===== src/rtl/mem_access_ctrl_pkg.sv =====
// rtl/mem_access_ctrl_pkg.sv - shared bus widths, access sizes and controller state codes
package mem_access_ctrl_pkg;

    localparam int DATA_BUS_WIDTH     = 32;
    localparam int ADDR_BUS_WIDTH     = 32;
    localparam int MEM_SEL_BUS_WIDTH  = 4;
    localparam int MEM_SIZE_BUS_WIDTH = 2;

    localparam logic [MEM_SIZE_BUS_WIDTH-1:0] MEM_SIZE_BYTE = 2'b00;
    localparam logic [MEM_SIZE_BUS_WIDTH-1:0] MEM_SIZE_HALF = 2'b01;
    localparam logic [MEM_SIZE_BUS_WIDTH-1:0] MEM_SIZE_WORD = 2'b10;

    typedef enum logic [1:0] {
        MEMCTRL_IDLE  = 2'b00,
        MEMCTRL_WAIT  = 2'b01,
        MEMCTRL_DONE  = 2'b10,
        MEMCTRL_DRAIN = 2'b11
    } memctrl_state_t;

endpackage


===== src/rtl/mem_store_align.sv =====
// rtl/mem_store_align.sv - byte-lane select, store-data replication and alignment check
module mem_store_align
    import mem_access_ctrl_pkg::*;
(
    input  logic [MEM_SIZE_BUS_WIDTH-1:0] size,
    input  logic [1:0]                    addr_lo,
    input  logic [DATA_BUS_WIDTH-1:0]     data_in,
    output logic [MEM_SEL_BUS_WIDTH-1:0]  byte_sel,
    output logic [DATA_BUS_WIDTH-1:0]     data_out,
    output logic                          misaligned
);

    always_comb begin
        byte_sel   = 4'b1111;
        data_out   = data_in;
        misaligned = 1'b0;
        case (size)
            MEM_SIZE_BYTE: begin
                byte_sel = 4'b0001 << addr_lo;
                data_out = {4{data_in[7:0]}};
            end
            MEM_SIZE_HALF: begin
                byte_sel   = 4'b0011 << {addr_lo[1], 1'b0};
                data_out   = {2{data_in[15:0]}};
                misaligned = addr_lo[0];
            end
            // size 11 behaves exactly like a word access
            default: begin
                byte_sel   = 4'b1111;
                data_out   = data_in;
                misaligned = |addr_lo;
            end
        endcase
    end

endmodule


===== src/rtl/mem_access_ctrl.sv =====
// rtl/mem_access_ctrl.sv - MEM-stage data-memory access controller with req/ack RAM handshake
module mem_access_ctrl
    import mem_access_ctrl_pkg::*;
#(
    parameter int ADDR_WIDTH = ADDR_BUS_WIDTH,
    parameter int DATA_WIDTH = DATA_BUS_WIDTH
) (
    input  logic                          clk,
    input  logic                          rst,
    input  logic                          flush,
    input  logic                          stall_pipe,
    input  logic                          mem_read_flag_in,
    input  logic                          mem_write_flag_in,
    input  logic [MEM_SIZE_BUS_WIDTH-1:0] mem_size_in,
    input  logic [ADDR_WIDTH-1:0]         addr_in,
    input  logic [DATA_WIDTH-1:0]         write_data_in,
    input  logic                          ram_ack,
    input  logic [DATA_WIDTH-1:0]         ram_read_data_in,
    output logic                          ram_en,
    output logic [MEM_SEL_BUS_WIDTH-1:0]  ram_write_en,
    output logic [ADDR_WIDTH-1:0]         ram_addr,
    output logic [DATA_WIDTH-1:0]         ram_write_data,
    output logic [DATA_WIDTH-1:0]         ram_read_data_out,
    output logic [MEM_SEL_BUS_WIDTH-1:0]  mem_sel_out,
    output logic                          stall_request,
    output logic                          exc_load_addr,
    output logic                          exc_store_addr,
    output logic [ADDR_WIDTH-1:0]         bad_vaddr
);

    memctrl_state_t                 state;
    logic                           is_load;
    logic [MEM_SEL_BUS_WIDTH-1:0]   byte_sel;
    logic [DATA_WIDTH-1:0]          aligned_data;
    logic                           misaligned;
    logic                           mem_op;
    logic                           access;

    mem_store_align u_align (
        .size       (mem_size_in),
        .addr_lo    (addr_in[1:0]),
        .data_in    (write_data_in),
        .byte_sel   (byte_sel),
        .data_out   (aligned_data),
        .misaligned (misaligned)
    );

    assign mem_op = mem_read_flag_in | mem_write_flag_in;
    assign access = mem_op & ~misaligned & ~flush;

    // Exceptions are gated by reset so every output reads zero while rst is low.
    assign exc_load_addr  = rst & mem_read_flag_in  & misaligned & ~flush;
    assign exc_store_addr = rst & mem_write_flag_in & misaligned & ~flush;
    assign bad_vaddr      = (exc_load_addr | exc_store_addr) ? addr_in : '0;

    // Stall must be combinational in IDLE so the issuing instruction is held from its first cycle.
    always_comb begin
        stall_request = 1'b0;
        if (rst) begin
            case (state)
                MEMCTRL_IDLE:  stall_request = access;
                MEMCTRL_WAIT:  stall_request = 1'b1;
                MEMCTRL_DRAIN: stall_request = mem_op;
                default:       stall_request = 1'b0;
            endcase
        end
    end

    always_ff @(posedge clk or negedge rst) begin
        if (!rst) begin
            state             <= MEMCTRL_IDLE;
            is_load           <= 1'b0;
            ram_en            <= 1'b0;
            ram_write_en      <= '0;
            ram_addr          <= '0;
            ram_write_data    <= '0;
            ram_read_data_out <= '0;
            mem_sel_out       <= '0;
        end else begin
            case (state)
                MEMCTRL_IDLE: begin
                    if (access) begin
                        ram_en         <= 1'b1;
                        ram_write_en   <= mem_write_flag_in ? byte_sel : '0;
                        ram_addr       <= {addr_in[ADDR_WIDTH-1:2], 2'b00};
                        ram_write_data <= aligned_data;
                        mem_sel_out    <= byte_sel;
                        is_load        <= mem_read_flag_in & ~mem_write_flag_in;
                        state          <= MEMCTRL_WAIT;
                    end
                end
                MEMCTRL_WAIT: begin
                    if (ram_ack) begin
                        ram_en       <= 1'b0;
                        ram_write_en <= '0;
                        if (flush) begin
                            state <= MEMCTRL_IDLE;
                        end else begin
                            ram_read_data_out <= is_load ? ram_read_data_in : '0;
                            state             <= MEMCTRL_DONE;
                        end
                    end else if (flush) begin
                        state <= MEMCTRL_DRAIN;
                    end
                end
                MEMCTRL_DONE: begin
                    if (!stall_pipe || flush) begin
                        state <= MEMCTRL_IDLE;
                    end
                end
                MEMCTRL_DRAIN: begin
                    // The bus request stays up until the RAM completes it; its data is dropped.
                    if (ram_ack) begin
                        ram_en       <= 1'b0;
                        ram_write_en <= '0;
                        state        <= MEMCTRL_IDLE;
                    end
                end
                default: state <= MEMCTRL_IDLE;
            endcase
        end
    end

endmodule


===== config.mk =====
export PLATFORM = sky130hd
export DESIGN_NAME = mem_access_ctrl
export DESIGN_NICKNAME = d
export VERILOG_FILES = /design/src/rtl/mem_access_ctrl_pkg.sv /design/src/rtl/mem_store_align.sv /design/src/rtl/mem_access_ctrl.sv
export SDC_FILE = /design/constraint.sdc
export NUM_CORES = 1
export LEC_CHECK = 0
export CAP_MARGIN = 30
export CORE_MARGIN = 3
export CORE_UTILIZATION = 37
export CTS_CLUSTER_DIAMETER = 80
export DETAILED_ROUTE_END_ITERATION = 10
export GPL_TIMING_DRIVEN = 0
export PLACE_DENSITY = 0.78
export SLEW_MARGIN = 20
export SYNTH_ARGS = -nofsm -noshare
export SYNTH_HDL_FRONTEND = slang
export SYNTH_SLANG_ARGS = --single-unit

===== constraint.sdc =====
create_clock -name clk -period 1.8 [get_ports clk]
set_input_delay 0.18 -clock clk [delete_from_list [all_inputs] [get_ports clk]]
set_output_delay 0.18 -clock clk [all_outputs]
set_load 0.02 [all_outputs]

# == After elaboration in Yosys (flattened, before gate mapping) ==
# Cells that the tools add are included.
# word_totals
register_bits,106
in_bits,105
wordCells,65
# op_classes
eq_ne,9
shifts,2
muxes,21
n_bitwise,14
n_reduce_logical,11
# ops
op,count
32-bit two-way mux,2
32-bit case mux with 2 select lines,1
4-bit case mux with 2 select lines,2
2-bit two-way mux,6
4-bit two-way mux,3
1-bit AND,9
2-bit case mux with 4 select lines,1
"2-bit inequality test, second input constant",3
3-bit AND reduction,2
"2-bit by 1-bit equality test with 1-bit output, second input constant",2
"2-bit equality test, second input constant",2
2-bit zero test,2
1-bit case mux with 2 select lines,2
4-bit AND reduction,1
2-bit OR reduction,2
"1-bit by 2-bit left shift with 4-bit output, first input constant",1
"2-bit by 2-bit left shift with 4-bit output, first input constant",1
1-bit two-way mux,3
"3-bit inequality test, second input constant",1
1-bit NOT,3
1-bit case mux with 3 select lines,1
"2-bit by 1-bit inequality test with 1-bit output, second input constant",1
1-bit OR,2
2-bit AND reduction,1
other kinds (3),3

# == Longest topological paths before layout ==
# depth
word_depth,7
mapped_depth,6
ltp_nobuf,3

# == Hierarchy ==
# A second synthesis with hierarchy kept.
# hier_totals
hier_cells,421
area_unflattened_um2,5165.0
# modules_own_cells
module,instances,cells_each,area_each_um2
mem_access_ctrl,1,358,4642.0
mem_store_align,1,63,523.0

# == Worst setup path after synthesis ==
# OpenSTA, ideal clock, no wires.
# synth_path
path_type,reg2reg
from,register state[0]
to,register mem_sel_out[1]
arrival_time_ns,1.570
slack_ns,0.104
stages_incl_launch_ff,6
cell_sequence,dfrtp_1 buf_6 or3_1 clkbuf_2 or3_1 a221o_1
# synth_via
elab_chain_cells,2
# synth_lines
item,line,rtl
start: declaration,mem_access_ctrl.sv:31,memctrl_state_t state;
start signal: assignment,mem_access_ctrl.sv:71,state <= MEMCTRL_IDLE;
start signal: assignment,mem_access_ctrl.sv:89,state <= MEMCTRL_WAIT;
start signal: assignment,mem_access_ctrl.sv:97,state <= MEMCTRL_IDLE;
2-bit zero test,mem_access_ctrl.sv:80,case (state)
2-bit AND reduction (no source line),--,
end signal: assignment,mem_access_ctrl.sv:87,mem_sel_out <= byte_sel;
end: declaration,mem_access_ctrl.sv:24,"output logic [MEM_SEL_BUS_WIDTH-1:0] mem_sel_out,"
# No other way between the ends.
# A chain may end at the register's enable or synchronous reset.

# == Final worst setup path ==
# Same ends and word-level chain as after synthesis.

==> results_dict.tcl <==
set metrics [dict create \
    nFillCells 1060 \
    seq_area_frac_synth_pct 54.16 \
    hp-start "flush" \
    place_congestion 0.8697 \
    cp-start-kind "flip-flop" \
    drive_gt1_share_pct 23.79 \
    grtUsageTotal_pct 21.95 \
    multiInputGateArea_um2 2137 \
    fmax_mhz 583.8 \
    cp-startpoint "state[0]$_DFFE_PN0P_" \
    h-tree-depth 3 \
    dp_slack_ns -1.329 \
    period_needed_ns 1.713 \
    hp-class "in -> reg" \
    numPortBuffers 241 \
    ant_nets 0 \
    peakVddDrop_mv 0.7755 \
    ys_seq_elements 106 \
    power_leakage_nw 3.451 \
    fp-row-count 41 \
    worstPathArrival_ns 1.94 \
    dr.pass1.iters 4 \
    route.detailed.drc 0 \
    antenna_cells 0 \
    routed_wirelength_um 15940 \
    cts.clk_slew.worst_paths_ns 0.07 \
    wl_per_cell_um 18.23 \
    initial_utilization_pct 38.34 \
    synth.distinct_cells 40 \
    syn_avg_cell_area_um2 11.23 \
    worstSetupEndpointType "flip-flop" \
    period_share_pct 95.16 \
    die_area_um2 14650 \
    die_w_um 121.0 \
    finClkSkew_ns 0.004695 \
    required_ns 2.02 \
    clockBufferDepth 2 \
    yosys_warnings 0 \
    numCtsBuffers 9 \
    via_count 4332 \
    max_cap_viol_count 0 \
    synthTopCellsByArea "dfrtp_1 54%, mux2_2 17%, nand2_1 5.9%" \
    slew_violations 0 \
    grt_first_pass_wirelength_um 24930 \
    via_per_inst 4.957 \
    status "finished clean" \
    synthArstFlopShare_pct 100.0 \
    clk_latency_ns 0.34 \
    synthToLayoutAreaGrowth_pct 61.73 \
    tns_ns 0 \
    hold_viol 0 \
    cts_tree "yes" \
    seq_area_um2 2654 \
    r2r_cells 4 \
    power_density_nw_per_um2 1265 \
    synth_top_cell_area_share_pct 54.16 \
    fin_ws_ns 0.08712 \
    crit_end "mem_sel_out[1]$_DFFE_PN0P_" \
    rrSetupSlack_ns 0.09 \
    drt_iter0_drc 229 \
    critical_path.max_fanout 10 \
    core_um2 12770 \
    clock_sinks 106 \
    antenna_found_initial 0 \
    fin_nets 804 \
    synth_area_leader_cell "dfrtp_1" \
    synth_most_common_cell "dfrtp_1" \
    grt_overflow 0 \
    setup_violations 0 \
    grt_pass1_vias 4681 \
    design.portCount 245 \
    synth-main-ff-cell "dfrtp_1" \
    hpwl_um 12080 \
    grt_max_degree 61 \
    worstReg2RegStart "state[0]$_DFFE_PN0P_" \
    synth-edff-count 0 \
    r2r_end "mem_sel_out[1]$_DFFE_PN0P_" \
    path_class "reg -> reg" \
    syn_inst 436 \
    yosys-top-cells-count "106 x dfrtp_1, 77 x nand2_1, 75 x mux2_2, 46 x o21ai_0, 33 x and2_1" \
    root_buffer "clkbuf_16" \
    synth_area_um2 4897 \
    die_h_um 121.0 \
]
==> state kept, by name (all words and copies together), names as in the netlist <==
name,flops
state,2
is_load,1
ram_addr,30
ram_read_data_out,32
ram_write_en,4
ram_en,1
mem_sel_out,4
ram_write_data,32
==> worst min path at each step <==
stage	slack, ns	endpoint	cells after the start
finish	0.29	state[1]$_DFFE_PN0P_	3
global route	0.32	state[1]$_DFFE_PN0P_	3
CTS	0.35	ram_write_en[3]$_DFFE_PN0P_	3
detailed placement	0.16	ram_addr[5]$_DFFE_PN0P_	1
global placement	0.46	ram_en$_DFFE_PN0P_	2
floorplan	-0.12	is_load$_DFFE_PN0P_	0
==> layout make-up <==
class	instances	area share (%)
multi-input combinational	293	26.98
sequential	106	33.51
clock inverter	2	0.4739
buffer	33	2.638
clock buffer	12	3.239
inverter	4	0.1896
timing repair buffer	252	30.25
tap	172	2.717
==> where the power goes <==
group,switching (mW),internal [mW]
combinational,2.17,2.24
sequential,0.431,3.19
clock,0.840,1.14
==> through the flow <==
| step | util, % | hold slack (ns) | cells | total power, mW | cell area [µm²] |
|---|---|---|---|---|---|
| CTS | 61.87 | 0.3545 | 873 | 10.12 | 7903 |
| global placement | 58.94 | 0.4648 | 850 | 7.917 | 7528 |
| finish | 62.00 | 0.2878 | 874 | 10.02 | 7920 |
| global route | 62.00 | 0.3160 | 874 | 10.51 | 7920 |
| floorplan | - | -0.1156 | 437 | 5.663 | 4901 |
| detailed placement | 59.16 | 0.1576 | 851 | 8.058 | 7557 |
==> cell families after synthesis <==
logic type      count (synthesis)  synth area share [%]
buf+inv                        38                 3.602
simple gates                  132                 13.06
flops                         106                 54.16
mux                            90                 20.41
xor+xnor                        2                0.3578
other cells                     1               0.07657
compound gates                 67                 8.329
==> critical path, stage by stage (launching register included) <==
cell and delay, ns:
dfrtp_1 0.37, buf_6 0.14, or3_4 0.40, or3_1 0.33, a221o_1 0.35
==> per-layer routing <==
layer	global-route usage (%)	part of all wire (%)	up-vias
li1	-	-	2010
met1	26.78	40	2144
met2	37.37	52	144
met3	4.336	5.1	34
met4	10.20	3.5	0
met5	0	0	-
==> layout by cell type (no fill, tap or decap), drive strengths merged, types with 3 or more instances in the layout <==
cell           instances
a21oi                  3
a22o                   3
and2                  33
buf                   58
clkbuf                32
clkdlybuf4s50        199
dfrtp                106
dlygate4sd2            5
inv                    4
mux2                  79
mux2i                 11
nand2                 77
nor2                   5
nor3                   3
nor4                   4
o21ai                 46
==> timing repair <==
item	in CTS	in global routing
endpoints found under the setup margin	105	47
endpoints found under the hold margin	46	0
buffers inserted	6	2
hold buffers	2	0
pin swaps	3	2
resized for setup	176	10
cloned	0	0
(Power assumes the default switching activity.)
